**config.mk**
```make
export PLATFORM = sky130hd
export DESIGN_NAME = ps2_host_tx
export DESIGN_NICKNAME = d
export VERILOG_FILES = /design/src/rtl/ps2_host_tx.sv
export SDC_FILE = /design/constraint.sdc
export NUM_CORES = 1
export LEC_CHECK = 0
export BUFFER_PORTS_ARGS = -buffer_cell sky130_fd_sc_hd__buf_4
export CAP_MARGIN = 15
export CORE_ASPECT_RATIO = 0.7
export CORE_UTILIZATION = 55
export CTS_CLUSTER_SIZE = 40
export DETAILED_ROUTE_END_ITERATION = 10
export GPL_TIMING_DRIVEN = 0
export PLACE_DENSITY_LB_ADDON = 0.08
export SETUP_SLACK_MARGIN = 0.5
export SYNTH_ARGS = -nofsm -noshare
export SYNTH_HDL_FRONTEND = slang
export SYNTH_SLANG_ARGS = --single-unit
```
**constraint.sdc**
```tcl
create_clock -name clk -period 3.55 [get_ports clk]
set_input_delay 0.355 -clock clk [delete_from_list [all_inputs] [get_ports clk]]
set_output_delay 0.355 -clock clk [all_outputs]
set_load 0.02 [all_outputs]
```
**src/rtl/ps2_host_tx.sv**
```systemverilog
// PS/2 host-to-device transmitter: inhibit, request-to-send, then shifts an 11-bit frame
// on device clock falls and checks the device acknowledge. Drives open-drain enables only.
module ps2_host_tx #(
   parameter int unsigned INHIBIT_CYCLES = 10000,
   parameter int unsigned RTS_CYCLES     = 20,
   parameter int unsigned TIMEOUT_CYCLES = 2000000
) (
   input  logic       clk,
   input  logic       rst,
   input  logic [7:0] Dato_tx,
   input  logic       iniciar,
   input  logic       ps2c_in,
   input  logic       ps2d_in,
   output logic       ps2c_oe,
   output logic       ps2d_oe,
   output logic       ocupado,
   output logic       listo,
   output logic       error_tx
);
   localparam int unsigned MAX_AB = (INHIBIT_CYCLES > RTS_CYCLES) ? INHIBIT_CYCLES : RTS_CYCLES;
   localparam int unsigned MAX_P  = (MAX_AB > TIMEOUT_CYCLES) ? MAX_AB : TIMEOUT_CYCLES;
   localparam int          CNT_W  = (MAX_P > 1) ? $clog2(MAX_P) : 1;
   localparam logic [CNT_W-1:0] INH_LAST = CNT_W'(INHIBIT_CYCLES - 1);
   localparam logic [CNT_W-1:0] RTS_LAST = CNT_W'(RTS_CYCLES - 1);
   localparam logic [CNT_W-1:0] TMO_LAST = CNT_W'(TIMEOUT_CYCLES - 1);

   typedef enum logic [2:0] {IDLE, INHIBIT, RTS, DATA, ACK, ACKOK, WAITIDLE} state_t;

   state_t           state, state_nx;
   logic [CNT_W-1:0] cnt, cnt_nx;
   logic [CNT_W-1:0] tmo, tmo_nx;
   logic [3:0]       bit_idx, bit_nx;
   logic [10:0]      frame;
   logic             load;
   logic             tmo_hit;

   logic             c_p0, c_p1, d_p0, d_p1;
   logic [7:0]       filt_sh;
   logic             c_filt;
   logic             fall;
   logic             line_idle;

   // Fall fires in the cycle the filter is about to flip from 1 to 0.
   assign fall      = c_filt & (filt_sh == 8'h00);
   assign line_idle = c_filt & d_p1;

   always_ff @(posedge clk) begin
      if (rst) begin
         state   <= IDLE;
         cnt     <= '0;
         tmo     <= '0;
         bit_idx <= '0;
         c_p0    <= 1'b1;
         c_p1    <= 1'b1;
         d_p0    <= 1'b1;
         d_p1    <= 1'b1;
         filt_sh <= 8'hFF;
         c_filt  <= 1'b1;
      end else begin
         state   <= state_nx;
         cnt     <= cnt_nx;
         tmo     <= tmo_nx;
         bit_idx <= bit_nx;
         c_p0    <= ps2c_in;
         c_p1    <= c_p0;
         d_p0    <= ps2d_in;
         d_p1    <= d_p0;
         filt_sh <= {filt_sh[6:0], c_p1};
         if (filt_sh == 8'hFF)
            c_filt <= 1'b1;
         else if (filt_sh == 8'h00)
            c_filt <= 1'b0;
      end
   end

   // Frame is pure data: no reset, only loaded on an accepted request.
   always_ff @(posedge clk) begin
      if (load)
         frame <= {1'b1, ~^Dato_tx, Dato_tx, 1'b0};
   end

   always_comb begin
      state_nx = state;
      cnt_nx   = cnt;
      tmo_nx   = tmo;
      bit_nx   = bit_idx;
      load     = 1'b0;
      ps2c_oe  = 1'b0;
      ps2d_oe  = 1'b0;
      listo    = 1'b0;
      error_tx = 1'b0;
      ocupado  = (state != IDLE);
      tmo_hit  = (tmo == TMO_LAST);
      case (state)
         IDLE: begin
            if (iniciar) begin
               load     = 1'b1;
               cnt_nx   = '0;
               state_nx = INHIBIT;
            end
         end
         INHIBIT: begin
            ps2c_oe = 1'b1;
            if (cnt == INH_LAST) begin
               cnt_nx   = '0;
               state_nx = RTS;
            end else begin
               cnt_nx = cnt + 1'b1;
            end
         end
         RTS: begin
            ps2c_oe = 1'b1;
            ps2d_oe = 1'b1;
            if (cnt == RTS_LAST) begin
               cnt_nx   = '0;
               tmo_nx   = '0;
               bit_nx   = '0;
               state_nx = DATA;
            end else begin
               cnt_nx = cnt + 1'b1;
            end
         end
         DATA: begin
            tmo_nx = tmo + 1'b1;
            if (tmo_hit) begin
               error_tx = 1'b1;
               state_nx = IDLE;
            end else begin
               ps2d_oe = ~frame[bit_idx];
               if (fall) begin
                  bit_nx = bit_idx + 4'd1;
                  if (bit_idx == 4'd9)
                     state_nx = ACK;
               end
            end
         end
         ACK: begin
            tmo_nx = tmo + 1'b1;
            if (tmo_hit) begin
               error_tx = 1'b1;
               state_nx = IDLE;
            end else if (fall) begin
               if (d_p1) begin
                  error_tx = 1'b1;
                  state_nx = WAITIDLE;
               end else begin
                  state_nx = ACKOK;
               end
            end
         end
         ACKOK: begin
            tmo_nx = tmo + 1'b1;
            if (tmo_hit) begin
               error_tx = 1'b1;
               state_nx = IDLE;
            end else if (line_idle) begin
               listo    = 1'b1;
               state_nx = IDLE;
            end
         end
         WAITIDLE: begin
            if (line_idle)
               state_nx = IDLE;
         end
         default: state_nx = IDLE;
      endcase
   end
endmodule

```
==> run metrics <==
most frequent cell after synthesis=dfxtp_1; final hold violations=0; share of the synthesized area in the top cell type=35.6%; WL per Instance=14.8 um; Die W=approximately 100 um; Filler Cells Inserted=506; Detail Route Antenna Nets=0; minimum clock period=between 2 and 3 ns; Crit. End Element=output pin; ys async rst share=0%; peak supply drop=0.285 mV; PortBufs=17; WS Path Type=reg2out; largest net degree at the start of global routing=15; # rows=23; WL final=about 7500 um; unrepaired setup endpoints after global routing=no; Max Buffers Root-to-Sink=2; YS warnings=0; die area=around 0.0067 mm2; maxcap violations=0; Post-synth EDFFs=9; Post-Layout Cell Count=508; # nets final=445; Slowest Stage Delay on Critical Path=about 0.55 ns; reg2reg path depth=8; CP Cell Sequence=ha_1 > nand3_1 > nor3_2 > nor2_1 > o211ai_1 > nand2_1 > buf_4; Final Power=between 2 and 2.5 mW; prevailing post-synth register cell=dfxtp_1; DRT Pass-1 Iters=5; layout cells sized above 1=between 10 and 15%; Root Buffer Master=clkbuf_8; worst skew pair latency=0.35 ns; hold depth=2; Worst Tran Pin Value=between 1 and 1.5 ns; clock sink total=71; leakage power=1.27 nW; CTS Hold Bufs=0; first-pass GRT wire length=approximately 13000 um; TritonCTS Buffers=9; Synth Register Bits=a little over 70; area delta synth->final=12.3%; Synth area leaders=dfxtp_1, edfxtp_1, xnor2_1, nor2_1, nand2_1; Global Route Usage Sum=24.2%; Tcrit/Tclk final=between 70% and 80%; TritonCTS clock tree=done; synthesized cell area=approximately 0.0035 mm2; Seq/Total Area, Yosys=43.3%; Max Clock Freq=between 0.3 and 0.4 GHz; hpwl dp=5320 um; setup bufs post-CTS=0; final setup fails=0; grt ovf=0; post-CTS resize count=0; Slew HR=15.0%; ant diodes=0; post-synthesis cell type count=slightly above 50; Syn Area/Cell=between 8 and 9 um2; setup_tns=0 ns; IO Count=18; placed cell count=between 400 and 500; Slowest cell on crit path=nor3_2; Hold Crit Class=in2reg; Detailed Route Iter0 Violations=around 240; global placement routability congestion=between 0.8 and 0.9; core area=between 0.005 and 0.006 mm2; critical path fanouts, max=9; net count of the mapped netlist=between 400 and 500; worst hold slack=around 0.18 ns; number of vias per cell=5.94; Reg clk slew, reported paths=about 0.080 ns; Die Height=around 69 um; Max Clock Skew=between 0.01 and 0.015 ns; crit path launch type=flip-flop; Pins Over Slew Limit=0; initial antenna violation count=0; Yosys top cell by area=dfxtp_1; DR DRC count=0; Post-synth top cells=dfxtp_1, nor2_1, nand2_1, xnor2_1, a21oi_1; Worst EP arrival=roughly 2.4 ns; routed via count=about 3.0k; Initial Util=58.9%; status=completed; worst path required time=approximately 3.2 ns; number of global-route vias before repair=roughly 2.6k; cells after synthesis=400; # H-tree levels=3; Cell Pwr Density=542 mW/mm2
[sequential cells by signal, indices dropped and copies added, names as in the netlist, 3 cells and up]
signal / cells
filt_sh: 8
frame: 9
bit_idx: 4
tmo: 21
cnt: 21
state: 3
[critical path, delay by kind of cell, from the launching register on]
kind | cells | cell delay, ns
compound gates | 1 | 0.14
simple gates | 4 | 1.10
fa+ha+maj | 1 | 0.22
flops | 1 | 0.40
buf+inv | 1 | 0.16
[cell usage in the layout (no fill, tap or decap), types with 2 or more instances in the layout]
master,count
dfxtp_1,62
nor2_1,49
nand2_1,34
xnor2_1,26
a21oi_1,18
nand4_1,17
buf_4,17
nand3_1,16
nor4_1,16
o21ai_0,15
clkbuf_1,14
or2_2,13
xor2_1,11
nor3_1,10
inv_1,9
clkbuf_8,9
edfxtp_1,9
o31ai_1,7
or4_1,6
nor4b_1,5
a31oi_1,5
nor2b_1,4
and4_1,4
and3_1,4
nand2b_1,4
or3_1,4
ha_1,4
nor4bb_1,3
buf_2,2
mux2i_1,2
or3_4,2
a211o_1,2
and2_1,2
clkinv_4,2
[through the flow]
stage | cell area (um2) | utilization [%] | setup slack, ns
after global routing | 3920 | 66.1 | 0.649
after global placement | 3710 | 62.6 | 0.730
after detailed placement | 3710 | 62.6 | 0.757
after CTS | 3910 | 66.0 | 0.556
final | 3920 | 66.1 | 0.825
after floorplan | 3490 | - | 1.37
[layout make-up]
cell class / instances / area [um2] / share of cell area [%]
inverter: 9 / 33.8 / 0.862
clock buffer: 10 / 128 / 3.26
tap: 75 / 93.8 / 2.39
clock inverter: 6 / 70.1 / 1.79
multi-input combinational: 305 / 1900 / 48.4
sequential: 71 / 1510 / 38.6
buffer: 15 / 58.8 / 1.50
timing repair buffer: 17 / 128 / 3.26
[cell families after synthesis]
group,synth area share [%]
DFF,43.3
muxes,1.22
AOI/OAI and AO/OA,11.0
adders and majority gates,1.43
xor gates and xnor gates,9.28
and+or+nand+nor,31.1
buffers and inverters,2.65
[worst paths after layout]
check                           startpoint  endpoint  slack (ns)
worst max-delay path                tmo[0]   ps2d_oe        0.82
worst max register to register      cnt[0]    cnt[6]        0.84
worst min-delay path               ps2d_in      d_p0        0.18
worst min register to register        d_p0      d_p1        0.41
[power breakdown]
group	switching [mW]	internal (mW)
clock	0.313	0.330
sequential	0.0389	0.877
combinational	0.387	0.179
total	0.739	1.39
[per-layer routing]
metal	up-vias	share of wire (%)	track usage [%]	wire length, um
li1	1502	-	-	-
met1	1410	51	33.0	3810
met2	95	43	37.3	3250
met3	8	5.4	6.45	406
met4	0	0.84	9.01	63
met5	-	0	0	0
Power figures use the tool's default switching activity.
